## config.mk

```make
export PLATFORM = sky130hd
export DESIGN_NAME = sum_accum
export DESIGN_NICKNAME = d
export VERILOG_FILES = /design/src/rtl/sum_accum.sv
export SDC_FILE = /design/constraint.sdc
export NUM_CORES = 1
export LEC_CHECK = 0
export ABC_AREA = 1
export CAP_MARGIN = 20
export CORE_MARGIN = 1
export CORE_UTILIZATION = 51
export DETAILED_ROUTE_END_ITERATION = 10
export GPL_TIMING_DRIVEN = 0
export PLACE_DENSITY = 0.78
export SYNTH_ARGS = -nofsm -noshare
export SYNTH_HDL_FRONTEND = slang
export SYNTH_SLANG_ARGS = --single-unit
export TNS_END_PERCENT = 10
```

## constraint.sdc

```tcl
create_clock -name clk -period 1.9 [get_ports clk]
set_input_delay 0.38 -clock clk [delete_from_list [all_inputs] [get_ports clk]]
set_output_delay 0.38 -clock clk [all_outputs]
set_load 0.005 [all_outputs]
```

## src/rtl/sum_accum.sv

```systemverilog
// Frame accumulator downstream of sum: adds an in_last-delimited frame of DTYPE
// beats into one total and presents it with its beat count on a valid/ready output.
module sum_accum #(
  parameter type DTYPE   = int,
  parameter int  MAX_LEN = 16,
  localparam int CW      = $clog2(MAX_LEN + 1)
) (
  input  logic          clk,
  input  logic          rst_n,
  input  logic          in_valid,
  output logic          in_ready,
  input  DTYPE          in_data,
  input  logic          in_last,
  output logic          out_valid,
  input  logic          out_ready,
  output DTYPE          out_data,
  output logic [CW-1:0] out_count,
  output logic          out_trunc
);

  typedef enum logic [1:0] {
    IDLE,
    ACCUM,
    HOLD
  } state_t;

  state_t        state;
  state_t        state_nxt;
  DTYPE          acc;
  DTYPE          acc_nxt;
  logic [CW-1:0] cnt;
  logic [CW-1:0] cnt_nxt;
  logic          take;

  // HOLD is the only state that refuses beats, so input and output handshakes never overlap.
  assign in_ready  = (state != HOLD);
  assign out_valid = (state == HOLD);
  assign take      = in_valid && in_ready;

  always_comb begin
    // NOTE: every output of this block gets a default first, so no path can infer a latch.
    state_nxt = state;
    acc_nxt   = acc;
    cnt_nxt   = cnt;
    if (take) begin
      if (state == IDLE) begin
        acc_nxt = in_data;
        cnt_nxt = CW'(1);
      end else begin
        acc_nxt = acc + in_data;
        cnt_nxt = cnt + CW'(1);
      end
      state_nxt = (in_last || (cnt_nxt == CW'(MAX_LEN))) ? HOLD : ACCUM;
    end else if ((state == HOLD) && out_ready) begin
      state_nxt = IDLE;
    end
  end

  always_ff @(posedge clk) begin
    // NOTE: sequential state uses non-blocking assignments so every register samples pre-edge values.
    if (!rst_n) begin
      state     <= IDLE;
      acc       <= DTYPE'(0);
      cnt       <= '0;
      out_data  <= DTYPE'(0);
      out_count <= '0;
      out_trunc <= 1'b0;
    end else begin
      state <= state_nxt;
      acc   <= acc_nxt;
      cnt   <= cnt_nxt;
      // Capture only on the HOLD entry so the presented total stays frozen until handshake.
      if (take && (state_nxt == HOLD)) begin
        out_data  <= acc_nxt;
        out_count <= cnt_nxt;
        out_trunc <= !in_last;
      end
    end
  end

endmodule

```

==> out/qor.json <==
{
  "die": {
    "start_util_pct": 53.37,
    "coreArea_sq_um": 10460,
    "std_cell_rows": 37,
    "die_x_um": 106.6,
    "die-height_um": 106.6,
    "number_of_primary_i_o_pins": 77,
    "die_area_sq_um": 11370
  },
  "status": {
    "failing_checks": "negative setup slack",
    "outcome": "complete, but fails checks"
  },
  "routing": {
    "drcViolationCount": 0,
    "detail_route.wl_per_cell_um": 14.54,
    "drt_iter0_markers": 436,
    "drt.antenna.violating_nets": 0,
    "detailedRoute.firstPassIterationCount": 5,
    "count_of_vias_placed_by_the_detailed_router": 5927,
    "wl_um": 16840,
    "avgViaCountPerCell": 5.118
  },
  "clocking": {
    "cts_htree_levels": 3,
    "cts.hold.buffers_added": 0,
    "clkSlewWorstSetupHoldPaths_ns": 0.09,
    "clock_sinks": 77,
    "worst_skew_pair.late_latency_ns": 0.34,
    "cts_buffers": 9,
    "clock_tree.root_cell": "sky130_fd_sc_hd__clkbuf_8",
    "tritoncts": "done",
    "cts_max_path_buffers": 2
  },
  "worst_hold_path": {
    "worstHoldPathType": "input pin to flop"
  },
  "cells_and_area": {
    "final_layout_size_suffix_gt1_share_pct": 22.60,
    "final_cells": 1158,
    "layout_commonest_cell": "sky130_fd_sc_hd__nand2_1",
    "area.growth.synth_to_final_pct": 34.71,
    "finalNetCount": 1087,
    "ff_latch_area_sq_um": 1570,
    "fillCellCount": 913,
    "antenna-diode-count": 0,
    "multi_input_area_sq_um": 4049,
    "final_cell_area_sq_um": 7522,
    "layout.cells.most_common_list": "279 x sky130_fd_sc_hd__nand2_1, 145 x sky130_fd_sc_hd__inv_1, 90 x sky130_fd_sc_hd__nor2_1",
    "layout.core_utilization_pct": 71.90
  },
  "yosys": {
    "yosysTopAreaCell": "sky130_fd_sc_hd__dfxtp_1",
    "synth_top_area_share_pct": 27.60,
    "yosys-top-cells-area": "sky130_fd_sc_hd__dfxtp_1 28%, sky130_fd_sc_hd__nand2_1 22%, sky130_fd_sc_hd__inv_1 9.9%, sky130_fd_sc_hd__ha_1 7.2%, sky130_fd_sc_hd__nor2_1 7.1%",
    "synth_area_per_cell_sq_um": 6.050,
    "yosys_warnings": 0,
    "synth_enable_flop_cells": 0,
    "postSynthRegisterBits": 77,
    "synthCells": 923,
    "synth.lib_cells_used.distinct": 39,
    "yosysSeqAreaShare_pct": 27.60,
    "synth-async-reset-ratio_pct": 0,
    "mappedNetlistNets": 993,
    "synth_area_sq_um": 5584,
    "most_used_flip_flop_cell_after_synthesis": "sky130_fd_sc_hd__dfxtp_1"
  },
  "placed_design": {
    "area_after_detailed_placement_sq_um": 6525,
    "post-place-cells": 1134,
    "detailed_place_hpwl_um": 12390,
    "finalWeightedCongestion": 0.9655,
    "portBuffers": 75
  },
  "setup_path": {
    "worst_path_largest_cell_delay_ns": 0.41,
    "crit_required_ns": 2.13,
    "critPathMostFrequentCell": "sky130_fd_sc_hd__nand2_1",
    "timing.critical_path.from_type": "flop",
    "worst_ep_arrival_time_ns": 2.26,
    "critPathMaxFanout": 4,
    "critical_path.endpoint_type": "flop",
    "worstSetupPathType": "flop to flop",
    "worst-path-buf-inv": 0,
    "family_with_the_most_delay_on_the_worst_path": "simple AND/OR/NAND/NOR gates",
    "cp_cell_sequence": "ha_4, fa_2, nand3_2, nand3_4, nand2_2, nand2_4, nand2_1, a21o_1, nand3_1, nand2_2, nand2_1, nand2_1, a21oi_2",
    "crit_path_top_delay_cell": "sky130_fd_sc_hd__fa_2"
  },
  "power_and_ir_drop": {
    "power_density_nw_per_um2": 715.1,
    "fin_total_pwr_mw": 5.379,
    "leakagePower_nw": 3.844,
    "power.ir.vdd_worst_v": 0.0005572
  },
  "job": {
    "drv_cap": 0
  },
  "timing": {
    "finalHoldViolations": 0,
    "finalClockSkew_ns": 0.01504,
    "max_freq_ghz": 0.4935,
    "rsz0062_at_grt": "true",
    "layout_min_cycle_time_ns": 2.027,
    "max_slew_margin_pct": 63.41,
    "slew_viol_final": 0,
    "setup_tns_ns": -2.059,
    "setup-violations-final": 33,
    "timing.final.ws_setup_ns": -0.1265,
    "post-route-period-util_pct": 106.7,
    "worst_slew_pin_tran_ns": 0.5489
  },
  "global_route": {
    "grt_pass1_vias": 5577,
    "grt.total_usage_pct": 29.82,
    "number_of_antenna_violations_at_the_first_check_in_global_routing": 0,
    "grt_start_max_net_pins": 15,
    "grt_pass1_wl_um": 26450,
    "globalRoute.totalOverflow": 0
  }
}
layout make-up:
cell class              count  share of cell area (%)
multi-input cells         666                   53.83
inverters                 156                   7.784
clock inverters             6                   1.248
well taps                 136                   2.262
flip-flops and latches     77                   20.87
clock buffers              10                   1.830
plain buffers              24                   1.880
repair buffers             83                   10.30
worst reg2reg max path: cells and delay by family (launching register included):
family	cells	cell delay, ns
AOI/OAI and AO/OA	2	0.18
adders and majority gates	2	0.58
DFF	1	0.35
and+or+nand+nor	9	0.82
kinds of logic after synthesis:
family | count (synthesis) | synth area share [%]
simple gates | 509 | 37.31
buf+inv | 180 | 13.02
compound gates | 109 | 12.19
flops | 77 | 27.60
fa+ha+maj | 33 | 7.529
xor+xnor | 15 | 2.353
Yosys cell counts (all sizes together), types with 2 or more instances:
master    n
or2       2
clkbuf    5
ha       32
o21ai    18
xnor2     6
buf      19
nor2    110
o22ai     6
o21bai    2
xor2      9
o22a      7
nand4     5
o211ai    2
dfxtp    77
a21o      2
nand3    55
nand2   333
a21oi    69
nor3      3
inv     155
per-layer routing:
layer | wire (um) | GRT usage, %
met5 | 0 | 0
met4 | 276 | 9.491
met3 | 1279 | 4.985
met2 | 7322 | 45.76
met1 | 7963 | 42.37
through the flow:
stage / setup WS [ns] / hold slack, ns
floorplan: 0.005261 / 0.4521
global placement: -0.7605 / 0.4556
detailed placement: -0.7896 / 0.4641
CTS: -0.05399 / 0.4523
global route: -0.2075 / 0.4891
finish: -0.1265 / 0.4677
what timing repair did:
item,4_1_cts,5_1_grt
gates cloned,0,0
buffers inserted,6,2
pin swaps,16,22
resized for setup,117,67
endpoints found under the setup margin,54,51
sequential cells by signal, indices dropped and copies added (netlist names):
| register | cells |
|---|---|
| state | 2 |
| cnt | 5 |
| out_trunc | 1 |
| out_count | 5 |
| out_data | 32 |
| acc | 32 |
worst paths after layout:
path | start | end | slack (ns) | cells past startpoint
max | acc[0]$_SDFF_PN0_ | out_data[16]$_SDFFE_PN0P_ | -0.13 | 13
min | rst_n | acc[5]$_SDFF_PN0_ | 0.47 | 3
max reg2reg | acc[0]$_SDFF_PN0_ | out_data[16]$_SDFFE_PN0P_ | -0.13 | 13
min reg2reg | out_data[0]$_SDFFE_PN0P_ | out_data[0]$_SDFFE_PN0P_ | 0.48 | 2
report_power, final:
| group | internal [mW] | total (mW) | leakage (nW) | switching (mW) |
|---|---|---|---|---|
| clock | 0.784 | 1.38 | 0.113 | 0.593 |
| sequential | 1.78 | 1.92 | 0.643 | 0.139 |
| combinational | 0.881 | 2.08 | 3.09 | 1.20 |
(Power assumes the default switching activity.)
==> edit 1: new RTL, config.mk and constraints unchanged <==
Set the parameter `MAX_LEN` to 32 (it was 16).
--- a/src/rtl/sum_accum.sv
+++ b/src/rtl/sum_accum.sv
@@ -2,7 +2,7 @@
 // beats into one total and presents it with its beat count on a valid/ready output.
 module sum_accum #(
   parameter type DTYPE   = int,
-  parameter int  MAX_LEN = 16,
+  parameter int  MAX_LEN = 32,
   localparam int CW      = $clog2(MAX_LEN + 1)
 ) (
   input  logic          clk,
Ports: changed (resized out_count); port bits go from 77 to 78. No check against the original RTL was run, so the function may have changed too.
==> edit 1 against the original RTL <==
The run still ends with negative setup slack left. Synthesized cell count down 0.98%. Design area down 2.1%. Sequential share of layout area up 0.78 points. Clock power down 9%. Utilization down 1.5 points. Total power down 8.7%. Setup slack better by 0.029 ns. Area after synthesis down 0.56%. Wire length up 2.7%. Sequential cell count up 2. Worst hold slack worse by 0.0077 ns. Fmax up 1.4%. Critical path type unchanged. Critical endpoint is now acc[28]. Largest power group is now registers.
==> edit 1: results (changes against the original RTL) <==
\begin{tabular}{lr}
\hline
Metric & Value \\
\hline
\multicolumn{2}{l}{\textbf{Yosys}} \\
Xor/xnor share of the synthesized area & 2.524\% (+0.17 points) \\
Cells taking the most area after synthesis & sky130\_fd\_sc\_hd\_\_dfxtp\_1 28\%, sky130\_fd\_sc\_hd\_\_nand2\_1 20\%, sky130\_fd\_sc\_hd\_\_inv\_1 9.0\% \\
Top post-synthesis cells by count & 298 x sky130\_fd\_sc\_hd\_\_nand2\_1, 133 x sky130\_fd\_sc\_hd\_\_inv\_1, 103 x sky130\_fd\_sc\_hd\_\_nor2\_1 \\
Syn avg cell area & 6.075 µm² (+0.42\%) \\
Post-Synthesis Net Count & 984 (-0.91\%) \\
Share of synthesized cell area in full adder, half adder and majority cells & 7.571\% (+0.042 points) \\
Sequential element share of the synthesized area & 28.48\% (+0.88 points) \\
Number of distinct library cell variants in the gate-level netlist after synthesis & 36 (-7.7\%) \\
\multicolumn{2}{l}{\textbf{Pwr}} \\
LEAKAGE & 0.003468 µW (-9.8\%) \\
Net Switching & 1920 µW (-0.62\%) \\
Maximum ir drop on the vdd rail & 0.3721 mV (-33\%) \\
\multicolumn{2}{l}{\textbf{Global routing}} \\
Antenna violations before repair & 1 (+1) \\
Vias in the first global route & 5771 (+3.5\%) \\
First-pass GRT wire length & 27420 µm (+3.7\%) \\
\multicolumn{2}{l}{\textbf{STA}} \\
Setup TNS Final & -0.8518 ns (+1.207 ns) \\
Final Setup Violations & 17 (-48\%) \\
Smallest setup slack after layout & -0.09782 ns (+0.02872 ns) \\
\multicolumn{2}{l}{\textbf{Run status}} \\
Status & finished, violations left \\
Failing checks & negative setup slack \\
\multicolumn{2}{l}{\textbf{Routing}} \\
Via total after detailed routing & 6118 (+3.2\%) \\
Number of violations reported at the end of detailed-routing iteration 0 & 490 (+12\%) \\
\multicolumn{2}{l}{\textbf{Clock tree}} \\
Clock latency on the worst-skew pair & 0.38 ns (+0.04 ns) \\
\multicolumn{2}{l}{\textbf{Placement}} \\
Placed instance count & 1126 (-0.71\%) \\
Weighted congestion at the end of routability-driven global placement & 0.9088 (-5.9\%) \\
\multicolumn{2}{l}{\textbf{Setup path}} \\
Slowest stage cell on the critical path & sky130\_fd\_sc\_hd\_\_dfxtp\_2 \\
Crit path largest cell delay & 0.35 ns (-0.06 ns) \\
\multicolumn{2}{l}{\textbf{Cells and area}} \\
Number of inserted filler cells in the final layout & 917 (+0.44\%) \\
\hline
\end{tabular}
==> edit 1: cell count changes after synthesis, moves of 7 or more <==
cell,before,now
sky130_fd_sc_hd__a21oi_1,48,63
sky130_fd_sc_hd__a21oi_2,21,0
sky130_fd_sc_hd__inv_1,148,133
sky130_fd_sc_hd__nand2_1,324,298
sky130_fd_sc_hd__nand3_1,53,67
sky130_fd_sc_hd__nand3_2,2,11
sky130_fd_sc_hd__o21ai_1,3,30
sky130_fd_sc_hd__o22a_1,7,0
==> edit 1: worst min-delay path: cells and delay by family <==
family	cells	cell delay [ns]
AOI/OAI and AO/OA	2	0.20
buffers and inverters	1	0.20
==> edit 1: logic make-up (layout without fill, tap and decap cells) <==
group | after synthesis | count (layout)
fa+ha+maj | 33 | 33
xor+xnor | 16 | 16
compound gates | 126 | 126
flops | 79 | 79
simple gates | 497 | 497
buf+inv | 163 | 263
==> edit 1: cell type report <==
cell class,count,share of cell area (%)
Sequential cell,79,21.65
Clock inverter,7,0.8152
Tap cell,136,2.310
Clock buffer,9,1.681
Inverter,135,6.929
Timing Repair Buffer,84,11.04
Buffer,28,1.987
Multi-Input combinational cell,672,53.58
==> edit 1: per-stage QoR <==
stage	setup WS, ns	util (%)
after floorplan	0.007336	-
after global placement	-0.8494	62.07
after detailed placement	-0.8866	62.07
after CTS	-0.1183	68.38
after global routing	-0.2371	70.41
final	-0.09782	70.41
==> edit 1: final timing paths <==
| kind | startpoint | end | slack, ns | depth (start not counted) |
|---|---|---|---|---|
| setup / recovery | acc[0] | acc[28] | -0.1 | 12 |
| hold / removal | rst_n | cnt[0] | 0.46 | 3 |
| setup reg to reg | acc[0] | acc[28] | -0.1 | 12 |
| hold reg to reg | out_count[4] | out_count[4] | 0.47 | 1 |
==> edit 1: layer usage <==
metal	up-vias	track usage, %	wire length (µm)
met1	2781	41.44	7886
met5	-	0	0
met2	236	49.91	7835
met4	0	12.20	393
met3	34	5.763	1179
li1	3067	-	-
==> edit 1: timing repair <==
action / in CTS / in global routing
resized for setup: 104 / 54
buffers inserted: 4 / 4
endpoints found under the setup margin: 56 / 60
pin swaps: 23 / 26
==> edit 1: power groups by stage <==
stage	Combinational, µW	Sequential [µW]	Clock, µW
finish	1790	1870	1260
global route	1960	1880	1330
CTS	1660	1860	1260
detailed placement	1480	1880	0
global placement	1460	1870	0
floorplan	1000	1860	0
==> edit 2: new RTL, same settings <==
Made on the original files. Make the reset (`rst_n`) asynchronous in one clocked block.
--- a/src/rtl/sum_accum.sv
+++ b/src/rtl/sum_accum.sv
@@ -56,7 +56,7 @@
     end
   end
 
-  always_ff @(posedge clk) begin
+  always_ff @(posedge clk or negedge rst_n) begin
     // NOTE: sequential state uses non-blocking assignments so every register samples pre-edge values.
     if (!rst_n) begin
       state     <= IDLE;
Function: differs if rst_n is asserted again (counterexample within 4 cycles, from zero or initial values and one cycle with rst_n low); with rst_n held inactive, the same outputs for 4 cycles.
==> edit 2 against the original RTL <==
Design area increased by 3.7%. Area after synthesis is 1.5% higher. Cell count is 0.26% lower. The flow still finishes with violations (negative setup slack). Wire length rose by 8.5%. Highest routed layer unchanged. Sequential cell count unchanged. Setup slack worse by 0.032 ns.
Power is not compared: it rests on default switching activity, and its combinational part moved more than twofold at a synthesized area within 25%.
==> edit 2: results (changes against the original RTL) <==
\begin{tabular}{lr}
\hline
Metric & Value \\
\hline
\multicolumn{2}{l}{\textbf{Run status}} \\
Status & finished, violations left \\
Failing checks & negative setup slack \\
\multicolumn{2}{l}{\textbf{Yosys}} \\
Post-Synthesis Net Count & 976 (-1.7\%) \\
Number of distinct library cell variants in the gate-level netlist after synthesis & 32 (-18\%) \\
Flip-flop cell with the highest count after synthesis & sky130\_fd\_sc\_hd\_\_dfrtp\_1 \\
Cells taking the most area after synthesis & sky130\_fd\_sc\_hd\_\_dfrtp\_1 34\%, sky130\_fd\_sc\_hd\_\_nand2\_1 26\%, sky130\_fd\_sc\_hd\_\_inv\_1 8.1\% \\
Top post-synthesis cells by count & 399 x sky130\_fd\_sc\_hd\_\_nand2\_1, 123 x sky130\_fd\_sc\_hd\_\_inv\_1, 99 x sky130\_fd\_sc\_hd\_\_nor2\_1 \\
\multicolumn{2}{l}{\textbf{Clock tree}} \\
Clock latency on the worst-skew pair & 0.37 ns (+0.03 ns) \\
\multicolumn{2}{l}{\textbf{Global routing}} \\
Largest net degree at the start of global routing & 59 (+44) \\
Met3 Track Usage GR & 5.932\% (+0.95 points) \\
Total routing resource utilization after global routing & 31.08\% (+1.3 points) \\
Met2 Usage GRT & 47.28\% (+1.5 points) \\
First-pass GRT wire length & 27450 µm (+3.8\%) \\
\multicolumn{2}{l}{\textbf{Placement}} \\
Number of buffer cells added on primary ports & 76 (+1.3\%) \\
Weighted congestion at the end of routability-driven global placement & 0.9678 (+0.24\%) \\
\multicolumn{2}{l}{\textbf{Routing}} \\
Routed wire length & 18270 µm (+8.5\%) \\
Via total after detailed routing & 6099 (+2.9\%) \\
\multicolumn{2}{l}{\textbf{STA}} \\
Smallest setup slack after layout & -0.1586 ns (-0.03203 ns) \\
Final Setup Violations & 31 (-6.1\%) \\
Worst slew margin & 49.68\% (-14 points) \\
Setup TNS Final & -1.969 ns (+0.08977 ns) \\
\multicolumn{2}{l}{\textbf{Hold path}} \\
Hold/Removal Path Class & in -> async \\
\multicolumn{2}{l}{\textbf{Setup path}} \\
Worst reg2reg path depth & 14 (+1) \\
Worst endpoint data arrival time & 2.33 ns (+0.07 ns) \\
\multicolumn{2}{l}{\textbf{Cells and area}} \\
Number of inserted filler cells in the final layout & 877 (-3.9\%) \\
\hline
\end{tabular}
==> edit 2: routing by layer <==
layer | vias up | wire length, µm
li1 | 2985 | -
met1 | 2821 | 8177
met2 | 246 | 8144
met3 | 47 | 1434
met4 | 0 | 509
met5 | - | 0
==> edit 2: cell families after synthesis <==
kind of cell / synth area share [%]
AO/OA/AOI/OAI: 6.578
adder cells (fa/ha/maj): 7.417
AND/OR/NAND/NOR: 39.45
XOR/XNOR: 2.318
flip-flops: 34.00
buffers and inverters: 10.24
==> edit 2: power breakdown <==
group / leakage, µW / switching (µW) / internal, µW / total [µW]
clock network: 0.000107 / 708 / 753 / 1460
registers: 0.000934 / 643 / 2410 / 3050
logic: 0.00315 / 4750 / 3580 / 8320
total: 0.00419 / 6100 / 6730 / 12800
==> edit 2: per-stage QoR <==
step	total power [µW]	hold slack [ns]	std cells	instance area [µm²]	setup slack (ns)
floorplan	7092	0.08441	906	5683	0.003256
global placement	9166	0.4578	1122	6619	-2.314
detailed placement	9247	0.2916	1123	6644	-0.8402
CTS	11590	0.4487	1143	7348	-0.1632
global route	13790	0.4716	1155	7800	-0.2463
finish	12830	0.4447	1155	7800	-0.1586
==> edit 2: timing repair <==
action,in CTS,in global routing
endpoints found under the setup margin,49,62
setup buffers,3,12
hold buffers,1,0
resized for setup,90,111
pin swaps,15,56
hold endpoints to repair,19,0
==> edit 2: worst paths after layout <==
check / startpoint / end / slack (ns)
worst min register to register: out_data[1] / out_data[1] / 0.48
worst max register to register: acc[0] / out_data[28] / -0.16
min in group clk: out_data[1] / out_data[1] / 0.48
max in group asynchronous: rst_n / acc[1] / 0.84
worst min-delay path: rst_n / acc[10] / 0.44
worst max-delay path: acc[0] / out_data[28] / -0.16
==> edit 2: layout make-up <==
class	instances	area [µm²]	share of cell area, %
plain buffers	20	103.9	1.331
clock buffers	10	127.6	1.636
clock inverters	6	93.84	1.203
inverters	127	476.7	6.112
multi-input cells	682	3984	51.07
flip-flops and latches	77	1929	24.74
well taps	140	175.2	2.246
repair buffers	93	909.6	11.66
==> edit 2: worst max-delay path, delay by kind of cell (launching register included) <==
family	cells	cell delay, ns
AND/OR/NAND/NOR	12	0.98
flip-flops	1	0.42
adder cells (fa/ha/maj)	2	0.56
